$ cat config.mk
export PLATFORM = sky130hd
export DESIGN_NAME = mem_ctrl_flat
export DESIGN_NICKNAME = d
export VERILOG_FILES = /design/src/rtl/mem_ctrl_pkg.sv /design/src/rtl/mem_ctrl_if.sv /design/src/rtl/mem_wbuf.sv /design/src/rtl/mem_ctrl.sv /design/src/flat_wrapper.sv
export SDC_FILE = /design/constraint.sdc
export NUM_CORES = 1
export LEC_CHECK = 0
export CORE_AREA = 2 2 168 104
export CTS_CLUSTER_DIAMETER = 50
export DETAILED_ROUTE_END_ITERATION = 7
export DIE_AREA = 0 0 170 106
export PLACE_DENSITY_LB_ADDON = 0.25
export SYNTH_ARGS = -nofsm -noshare
export SYNTH_HDL_FRONTEND = slang
export SYNTH_SLANG_ARGS = --single-unit
$ cat constraint.sdc
create_clock -name clk -period 2.7 [get_ports clk]
set_input_delay 0.54 -clock clk [delete_from_list [all_inputs] [get_ports clk]]
set_output_delay 0.54 -clock clk [all_outputs]
set_load 0.03 [all_outputs]
$ cat src/rtl/mem_ctrl_pkg.sv
// Shared types and helpers for the MEM-stage cache/RAM sequencing controller.
package mem_ctrl_pkg;

  typedef enum logic [1:0] {
    IDLE,
    RD_WAIT_WB,
    RD_REQ,
    FILL
  } state_t;

  function automatic logic [63:0] word_align(input logic [63:0] a);
    return a & ~64'h3;
  endfunction

endpackage

$ cat src/rtl/mem_ctrl_if.sv
// Pipeline/cache/RAM-side signal bundle of mem_ctrl; slave is the controller.
interface mem_ctrl_if #(
  parameter int WIDTH = 32
);
  logic             load;
  logic             store;
  logic [WIDTH-1:0] addr;
  logic [WIDTH-1:0] store_word;
  logic             cache_hit;
  logic [WIDTH-1:0] ram_rdata;
  logic             ram_ack;
  logic             stall;
  logic             cache_wen;
  logic             cache_fill;
  logic             ram_req;
  logic             ram_we;
  logic [WIDTH-1:0] ram_addr;
  logic [WIDTH-1:0] ram_wdata;
  logic [WIDTH-1:0] fill_data;
  logic             err;

  modport master (
    output load, store, addr, store_word, cache_hit, ram_rdata, ram_ack,
    input  stall, cache_wen, cache_fill, ram_req, ram_we, ram_addr, ram_wdata,
           fill_data, err
  );

  modport slave (
    input  load, store, addr, store_word, cache_hit, ram_rdata, ram_ack,
    output stall, cache_wen, cache_fill, ram_req, ram_we, ram_addr, ram_wdata,
           fill_data, err
  );
endinterface

$ cat src/rtl/mem_wbuf.sv
// One-entry store buffer; an accept on the drain-ack edge reloads instead of clearing.
module mem_wbuf #(
  parameter int WIDTH = 32
) (
  input  logic             clk,
  input  logic             rst_n,
  input  logic             accept,
  input  logic [WIDTH-1:0] accept_addr,
  input  logic [WIDTH-1:0] accept_data,
  input  logic             drain_ack,
  output logic             valid,
  output logic [WIDTH-1:0] addr,
  output logic [WIDTH-1:0] data
);

  always_ff @(posedge clk or negedge rst_n) begin
    if (!rst_n) begin
      valid <= 1'b0;
      addr  <= '0;
      data  <= '0;
    end else if (accept) begin
      valid <= 1'b1;
      addr  <= accept_addr;
      data  <= accept_data;
    end else if (drain_ack) begin
      valid <= 1'b0;
    end
  end

endmodule

$ cat src/rtl/mem_ctrl.sv
// Load-miss refill FSM plus write-buffer drain arbitration for the MEM stage.
module mem_ctrl
  import mem_ctrl_pkg::*;
#(
  parameter int WIDTH   = 32,
  parameter int TIMEOUT = 255
) (
  input logic      clk,
  input logic      rst_n,
  mem_ctrl_if.slave bus
);

  localparam int CW = $clog2(TIMEOUT + 2);
  localparam logic [CW-1:0] TO = CW'(TIMEOUT);

  state_t           state, state_nx;
  logic             wb_valid;
  logic [WIDTH-1:0] wb_addr, wb_data;
  logic             accept, draining, drain_ack, waiting;
  logic [WIDTH-1:0] addr_al;
  logic [CW-1:0]    wait_cnt;

  assign addr_al = WIDTH'(word_align(64'(bus.addr)));

  mem_wbuf #(.WIDTH(WIDTH)) u_wbuf (
    .clk        (clk),
    .rst_n      (rst_n),
    .accept     (accept),
    .accept_addr(addr_al),
    .accept_data(bus.store_word),
    .drain_ack  (drain_ack),
    .valid      (wb_valid),
    .addr       (wb_addr),
    .data       (wb_data)
  );

  always_ff @(posedge clk or negedge rst_n) begin
    if (!rst_n) state <= IDLE;
    else        state <= state_nx;
  end

  // Outputs are gated by rst_n so the strobes and stall are quiet during reset.
  always_comb begin
    state_nx      = state;
    accept        = 1'b0;
    bus.stall     = 1'b0;
    bus.cache_wen = 1'b0;
    bus.cache_fill = 1'b0;
    bus.ram_req   = 1'b0;
    bus.ram_we    = 1'b0;
    bus.ram_addr  = '0;
    bus.ram_wdata = '0;
    draining      = wb_valid && (state == IDLE || state == RD_WAIT_WB);
    drain_ack     = draining && bus.ram_ack;
    if (rst_n) begin
      if (draining) begin
        bus.ram_req   = 1'b1;
        bus.ram_we    = 1'b1;
        bus.ram_addr  = wb_addr;
        bus.ram_wdata = wb_data;
      end
      unique case (state)
        IDLE: begin
          if (bus.store) begin
            if (!wb_valid || drain_ack) begin
              accept        = 1'b1;
              bus.cache_wen = 1'b1;
            end else begin
              bus.stall = 1'b1;
            end
          end else if (bus.load && !bus.cache_hit) begin
            bus.stall = 1'b1;
            // A drain finishing this very cycle lets the read go out next cycle.
            state_nx  = (wb_valid && !drain_ack) ? RD_WAIT_WB : RD_REQ;
          end
        end
        RD_WAIT_WB: begin
          bus.stall = 1'b1;
          if (!wb_valid || drain_ack) state_nx = RD_REQ;
        end
        RD_REQ: begin
          bus.stall    = 1'b1;
          bus.ram_req  = 1'b1;
          bus.ram_we   = 1'b0;
          bus.ram_addr = addr_al;
          if (bus.ram_ack) state_nx = FILL;
        end
        FILL: begin
          bus.stall      = 1'b1;
          bus.cache_wen  = 1'b1;
          bus.cache_fill = 1'b1;
          state_nx       = IDLE;
        end
        default: state_nx = IDLE;
      endcase
    end
  end

  assign waiting = bus.ram_req && !bus.ram_ack;

  always_ff @(posedge clk or negedge rst_n) begin
    if (!rst_n) begin
      bus.fill_data <= '0;
      wait_cnt      <= '0;
      bus.err       <= 1'b0;
    end else begin
      if (state == RD_REQ && bus.ram_ack) bus.fill_data <= bus.ram_rdata;
      if (!waiting)          wait_cnt <= '0;
      else if (wait_cnt != TO) wait_cnt <= wait_cnt + 1'b1;
      if ((TIMEOUT != 0 && waiting && wait_cnt == TO - 1'b1) || (bus.load && bus.store))
        bus.err <= 1'b1;
    end
  end

endmodule

$ cat src/flat_wrapper.sv
// flat-port wrapper written by rule: the top's interface ports become plain ports
module mem_ctrl_flat import mem_ctrl_pkg::*;
#(
  parameter int WIDTH   = 32,
  parameter int TIMEOUT = 255
)
  (clk, rst_n, bus_load, bus_store, bus_addr, bus_store_word, bus_cache_hit, bus_ram_rdata, bus_ram_ack, bus_stall, bus_cache_wen, bus_cache_fill, bus_ram_req, bus_ram_we, bus_ram_addr, bus_ram_wdata, bus_fill_data, bus_err);
  mem_ctrl_if #(.WIDTH(WIDTH)) bus_i ();
  input logic clk;
  input logic rst_n;
  input wire logic [$bits(bus_i.load)-1:0] bus_load;
  input wire logic [$bits(bus_i.store)-1:0] bus_store;
  input wire logic [$bits(bus_i.addr)-1:0] bus_addr;
  input wire logic [$bits(bus_i.store_word)-1:0] bus_store_word;
  input wire logic [$bits(bus_i.cache_hit)-1:0] bus_cache_hit;
  input wire logic [$bits(bus_i.ram_rdata)-1:0] bus_ram_rdata;
  input wire logic [$bits(bus_i.ram_ack)-1:0] bus_ram_ack;
  output wire logic [$bits(bus_i.stall)-1:0] bus_stall;
  output wire logic [$bits(bus_i.cache_wen)-1:0] bus_cache_wen;
  output wire logic [$bits(bus_i.cache_fill)-1:0] bus_cache_fill;
  output wire logic [$bits(bus_i.ram_req)-1:0] bus_ram_req;
  output wire logic [$bits(bus_i.ram_we)-1:0] bus_ram_we;
  output wire logic [$bits(bus_i.ram_addr)-1:0] bus_ram_addr;
  output wire logic [$bits(bus_i.ram_wdata)-1:0] bus_ram_wdata;
  output wire logic [$bits(bus_i.fill_data)-1:0] bus_fill_data;
  output wire logic [$bits(bus_i.err)-1:0] bus_err;
  assign bus_i.load = bus_load;
  assign bus_i.store = bus_store;
  assign bus_i.addr = bus_addr;
  assign bus_i.store_word = bus_store_word;
  assign bus_i.cache_hit = bus_cache_hit;
  assign bus_i.ram_rdata = bus_ram_rdata;
  assign bus_i.ram_ack = bus_ram_ack;
  assign bus_stall = bus_i.stall;
  assign bus_cache_wen = bus_i.cache_wen;
  assign bus_cache_fill = bus_i.cache_fill;
  assign bus_ram_req = bus_i.ram_req;
  assign bus_ram_we = bus_i.ram_we;
  assign bus_ram_addr = bus_i.ram_addr;
  assign bus_ram_wdata = bus_i.ram_wdata;
  assign bus_fill_data = bus_i.fill_data;
  assign bus_err = bus_i.err;
  mem_ctrl #(.WIDTH(WIDTH), .TIMEOUT(TIMEOUT)) u_core (.clk(clk), .rst_n(rst_n), .bus(bus_i));
endmodule
==> results.ini, run 1 <==
[timing]
grt_setup_unrepaired = no
hold_violations = 0
period_minus_slack_ns = 2.60
fin_crit_sh_pct = 96.2
skew_ns = 0.00616
setup_ws_ns = 0.103
relSlewSlack_pct = 48.0
final_max_slew_viol_count = 0
worstMarginPinSlew_ns = 0.780
setup_tns_ns = 0
holdWs_ns = 0.252
max_freq_ghz = 0.385
setup_viol = 0

[route]
dr.pass1.iters = 4
vias = 3529
drt-initial-drc-count = 105
routed_wl_microns = 12200
avgViaCountPerCell = 4.51
antenna_left = 0
wl_per_cell_microns = 15.6
drcViolationCount = 0

[placement]
place_ws_ns = 0.307
dp_hpwl_microns = 9090
port_buffers = 199
gp_congestion = 0.778

[power]
switching_share_pct = 36.4
combPwrFrac_pct = 45.8
power_frac_seq_pct = 36.9
pwr-share-clk_pct = 17.2
power.leakage_nw = 3.17
internal_power_mw = 4.68
peakVddDrop_uv = 671
netSwitchingPower_mw = 2.68
powerDensity_mw_per_mm2 = 1010

[global_route]
grt_pass1_wl_microns = 19500
first_global_vias = 3751
grt_antenna_before_repair = 0
gr-total-overflow = 0
track_usage_pct = 13.7
grt_max_degree = 63

[synth]
ys_top_cells_by_area = dfrtp_1, mux2_2, a22o_1, and2_1, ha_1
ys_seq_area_share_pct = 54.8
synth_cell_types = 39
avgSynthCellArea_sq_um = 13.4
ys_top_cells_by_count = dfrtp_1, mux2_2, and2_1
synth-seq-cells = 107
syn_inst = 365
yosysTopAreaCell = dfrtp_1
synth_top_area_share_pct = 54.8
async_reset_ff_share_pct = 100
yosysWarnings = 0
synth_edf_count = 0
synthFlopType = dfrtp_1
synth.most_common_cell = dfrtp_1
netlist_area_sq_mm = 0.00488

[setup_path]
criticalPathCategory = flip-flop to output port
end_kind = output port
ff2ff_setup_slack_ns = 0.65
r2r-end = u_core.wait_cnt[7]$_DFFE_PN0P_
rr_worst_depth = 7
start_kind = flip-flop
cp.arrival_ns = 2.06
critical_path_required_ns = 2.16
reg2reg_from = u_core.wait_cnt[0]$_DFFE_PN0P_
cp_max_fo = 31

[worst_hold_path]
hold_path.class = input pin to asynchronous set/reset pin

[job]
drv_cap = 0

[cells_and_area]
area_growth_syn_to_layout_pct = 49.3
post-route-util_pct = 43.7
nets = 674
drive_above_1_share_pct = 34.1
num_antenna_cells = 0

[die]
chipWidth_microns = 170
dieHeight_microns = 106
coreArea_sq_mm = 0.0167
io_pins = 204
placementRows = 37
die_area_sq_mm = 0.0180
initial_utilization_pct = 29.3

[cts]
cts_buffers = 9
cts_max_level = 3
clockBufferDepth = 2
clkSinkCount = 107
hold_buffers = 0
clk_pin_slew_ns = 0.07
cts_tree = yes
insertion_delay_ns = 0.34
root_buffer = clkbuf_16

[run_status]
status = finished clean

[cell type report]
class,instances,area (sq um)
inverters,7,26.3
multi-input cells,229,2040
clock inverters,6,48.8
fillers,1536,9380
repair buffers,210,2000
well taps,214,268
clock buffers,10,239
flip-flops and latches,107,2680
[worst max-delay path by stage]
stage | endpoint | start | slack, ns | cells past startpoint
floorplan | bus_ram_addr[12] | u_core.state[0]$_DFFE_PN0P_ | 0.47 | 6
global placement | bus_stall | bus_ram_ack | 0.32 | 5
detailed placement | u_core.u_wbuf.addr[24]$_DFFE_PN0P_ | bus_ram_ack | 0.31 | 5
CTS | bus_ram_addr[21] | u_core.state[0]$_DFFE_PN0P_ | 0.008 | 7
global route | bus_ram_addr[28] | u_core.state[1]$_DFFE_PN0P_ | 0.01 | 7
finish | bus_ram_addr[28] | u_core.state[1]$_DFFE_PN0P_ | 0.10 | 7
[worst max-delay path, stage by stage (launching register included)]
cell and delay [ns]:
dfrtp_1 0.39, inv_1 0.09, ha_1 0.23, o211a_1 0.25, and2b_1 0.19, buf_12 0.17, a22o_1 0.21, buf_4 0.17
[what timing repair did]
item | in CTS | in global routing
setup buffers | 0 | 1
setup endpoints to repair | 30 | 40
gates resized for setup | 1 | 5
[power groups by stage]
stage	registers, mW	clock network (mW)	logic [mW]
finish	2.72	1.27	3.38
global route	2.81	1.40	3.60
CTS	2.72	1.33	3.39
detailed placement	2.74	0	3.39
global placement	2.69	0	3.32
floorplan	3.14	0	1.65
[per-stage QoR]
stage	instance area, sq um	total power [mW]	cells
2_1_floorplan	4890	4.79	366
3_3_place_gp	6980	6.01	766
3_5_place_dp	6980	6.13	766
4_1_cts	7270	7.44	782
5_1_grt	7290	7.81	783
6_report	7290	7.36	783
[routing by layer]
layer	vias up	track usage (%)	part of all wire, %
met1	1713	18.1	46
met2	121	21.5	45
met3	9	5.21	8.3
li1	1686	-	-
met5	-	0	0
met4	0	2.75	0.82
[cell usage in the layout, fill, tap and decap left out, drive strengths merged]
cell,count
o21ai,6
nor2,9
nand2,5
or4b,1
dfrtp,107
o211a,1
ha,8
a22o,30
nand3,3
a311oi,1
clkdlybuf4s50,131
clkinv,4
inv,9
mux2i,1
mux2,95
clkbuf,10
a31oi,2
nor3b,1
nand2b,1
nor2b,4
o21ba,1
and2b,1
buf,79
o221ai,1
and2,34
o211ai,1
or3,4
xor2,3
nand4,1
o21a,1
nand4b,2
conb,2
a21oi,9
nand3b,1
[registers in the layout, summed over array words and instances, names as in the netlist]
name                  cells
u_core.bus.fill_data     32
u_core.u_wbuf.data       32
u_core.u_wbuf.addr       30
u_core.wait_cnt           9
u_core.state              2
u_core.bus.err            1
u_core.u_wbuf.valid       1
[cells by family after synthesis]
logic type	after synthesis	share of synthesized area, %
compound gates	53	8.58
xor+xnor	3	0.538
fa+ha+maj	8	2.05
buf+inv	30	3.64
flops	107	54.8
mux	96	22.1
other cells	1	0.0768
simple gates	67	8.20
(Power assumes the default switching activity.)
==> run 2, diff against run 1 <==
Settings changed: RECOVER_POWER set to 100.
==> run 2 against run 1 <==
  * The run now ends with max-capacitance violations left
  * First-iteration DRC count fell by 13%
  * Largest cell class unchanged
  * Global-route usage did not move
  * Setup slack got worse by 0.0017 ns
  * Clock power barely moved
  * Sequential power barely moved
  * Hold slack improved by 0.23 ns
  * Final cell count did not move
  * Clock skew barely moved
  * Highest routed layer unchanged
  * Cell area fell by 1.4%
  * Non-clock buffer count did not move
  * Clock-buffer cell count did not move
==> results.ini, run 2 (synthesized netlist as in run 1, its figures left out) <==
[setup_path]
criticalPathCategory = flip-flop to output port
start_kind = flip-flop
ff2ff_setup_slack_ns = 0.22
critical_path_required_ns = 2.16
cp_max_fo = 31
end_kind = output port
cp.arrival_ns = 2.06

[cts]
insertion_delay_ns = 0.34
hold_buffers = 0
clk_pin_slew_ns = 0.07
cts_max_level = 3
cts_buffers = 9
root_buffer = clkbuf_16
clkSinkCount = 107
cts_tree = yes
clockBufferDepth = 2

[global_route]
grt_pass1_wl_microns = 19500
grt_max_degree = 63
gr-total-overflow = 0
track_usage_pct = 13.7
first_global_vias = 3751
grt_antenna_before_repair = 0

[cells_and_area]
final_cells = 783
biggestRegsByFlops = u_core.bus.fill_data: 32 flops, u_core.u_wbuf.data: 32 flops, u_core.u_wbuf.addr: 30 flops
post-route-util_pct = 43.1
num_antenna_cells = 0
fillers = 1546
final_common_cell = dfrtp_1
multi_input_area_sq_mm = 0.00203
area_growth_syn_to_layout_pct = 47.2
final_cell_mix = dfrtp_1, clkdlybuf4s50_1, mux2_2
nets = 674
stdcell_area_sq_mm = 0.00719
drive_above_1_share_pct = 33.2
seq_area_sq_mm = 0.00268

[route]
antenna_left = 0
wl_per_cell_microns = 15.7
drcViolationCount = 0
top_layer_used = met4
routed_wl_microns = 12300
met3RoutedLength_microns = 979
avgViaCountPerCell = 4.53
vias = 3547
dr.pass1.iters = 4
drt-initial-drc-count = 91
wl_met2_microns = 5520
wl_met1_microns = 5660

[die]
dieHeight_microns = 106
io_pins = 204
chipWidth_microns = 170
die_area_sq_mm = 0.0180
placementRows = 37
coreArea_sq_mm = 0.0167
initial_utilization_pct = 29.3

[timing]
period_minus_slack_ns = 2.60
grt_setup_unrepaired = no
final_max_slew_viol_count = 0
setup_tns_ns = 0
holdWs_ns = 0.479
hold_violations = 0
relSlewSlack_pct = 0.210
setup_viol = 0
fin_crit_sh_pct = 96.3
skew_ns = 0.00642
max_freq_ghz = 0.385
setup_ws_ns = 0.101
worstMarginPinSlew_ns = 1.50

[placement]
dp_hpwl_microns = 9090
gp_congestion = 0.778
place_inst = 766
place_area_sq_mm = 0.00698
port_buffers = 199
place_ws_ns = 0.307

[run_status]
failed_checks = max-capacitance violations
status = finished, violations left

[job]
drv_cap = 1

[power]
power.leakage_nw = 3.13
peakVddDrop_uv = 639
powerDensity_mw_per_mm2 = 1000
power_mw = 7.20

[worst_hold_path]
hold_path.class = input pin to asynchronous set/reset pin

## run 2: cell count changes in the layout (fill, tap and decap cells not counted), moves of 2 or more
cell             change
and2_0              +19
dlygate4sd3_1       +33
clkdlybuf4s50_1     -33
buf_2                +3
clkbuf_4             +6
clkbuf_1             +2
buf_12               -3
and2_1              -19
buf_4               -23
clkbuf_2            +15
## run 2: timing repair
action | CTS | global route
cloned | 0 | 0
resized for setup | 1 | 5
setup buffers | 0 | 1
endpoints found under the setup margin | 30 | 40
## run 2: power by group
| group | total [mW] | internal [mW] | switching (mW) |
|---|---|---|---|
| Combinational | 3.22 | 1.53 | 1.69 |
| Clock | 1.27 | 0.661 | 0.607 |
| Sequential | 2.71 | 2.34 | 0.366 |
| Total | 7.20 | 4.54 | 2.66 |
## run 2: metal layers
metal / global-route usage, % / up-vias
met5: 0 / -
met4: 2.75 / 0
met3: 5.21 / 10
met2: 21.5 / 119
li1: - / 1692
met1: 18.1 / 1726
## run 2: worst max-delay path, cell delays in order, from the launching register on
cell and delay, ns:
dfrtp_1 0.39, inv_1 0.09, ha_1 0.23, o211a_1 0.25, and2b_1 0.19, buf_12 0.17
a22o_1 0.21, buf_4 0.17
## run 2: final cells by class
cell class	count	area share, %
sequential	107	37.2
multi-input combinational	229	28.2
timing repair buffer	210	26.5
tap	214	3.72
clock buffer	10	3.32
clock inverter	6	0.679
inverter	7	0.365
## run 2: final timing paths
| kind | from | end | cells past startpoint |
|---|---|---|---|
| max | u_core.state[1]$_DFFE_PN0P_ | bus_ram_addr[28] | 7 |
| min | rst_n | u_core.bus.fill_data[15]$_DFFE_PN0P_ | 2 |
| max reg2reg | u_core.state[0]$_DFFE_PN0P_ | u_core.u_wbuf.data[19]$_DFFE_PN0P_ | 6 |
| min reg2reg | u_core.u_wbuf.data[28]$_DFFE_PN0P_ | u_core.u_wbuf.data[28]$_DFFE_PN0P_ | 1 |
| max in group asynchronous | rst_n | u_core.u_wbuf.addr[19]$_DFFE_PN0P_ | 2 |
| min in group clk | u_core.u_wbuf.data[28]$_DFFE_PN0P_ | u_core.u_wbuf.data[28]$_DFFE_PN0P_ | 1 |
==> run 3, diff against run 2 <==
Settings changed: CTS_CLUSTER_DIAMETER 50 to unset.
==> results of run 3 <==
The final DEF is identical to that of run 2; final timing and power are the same.
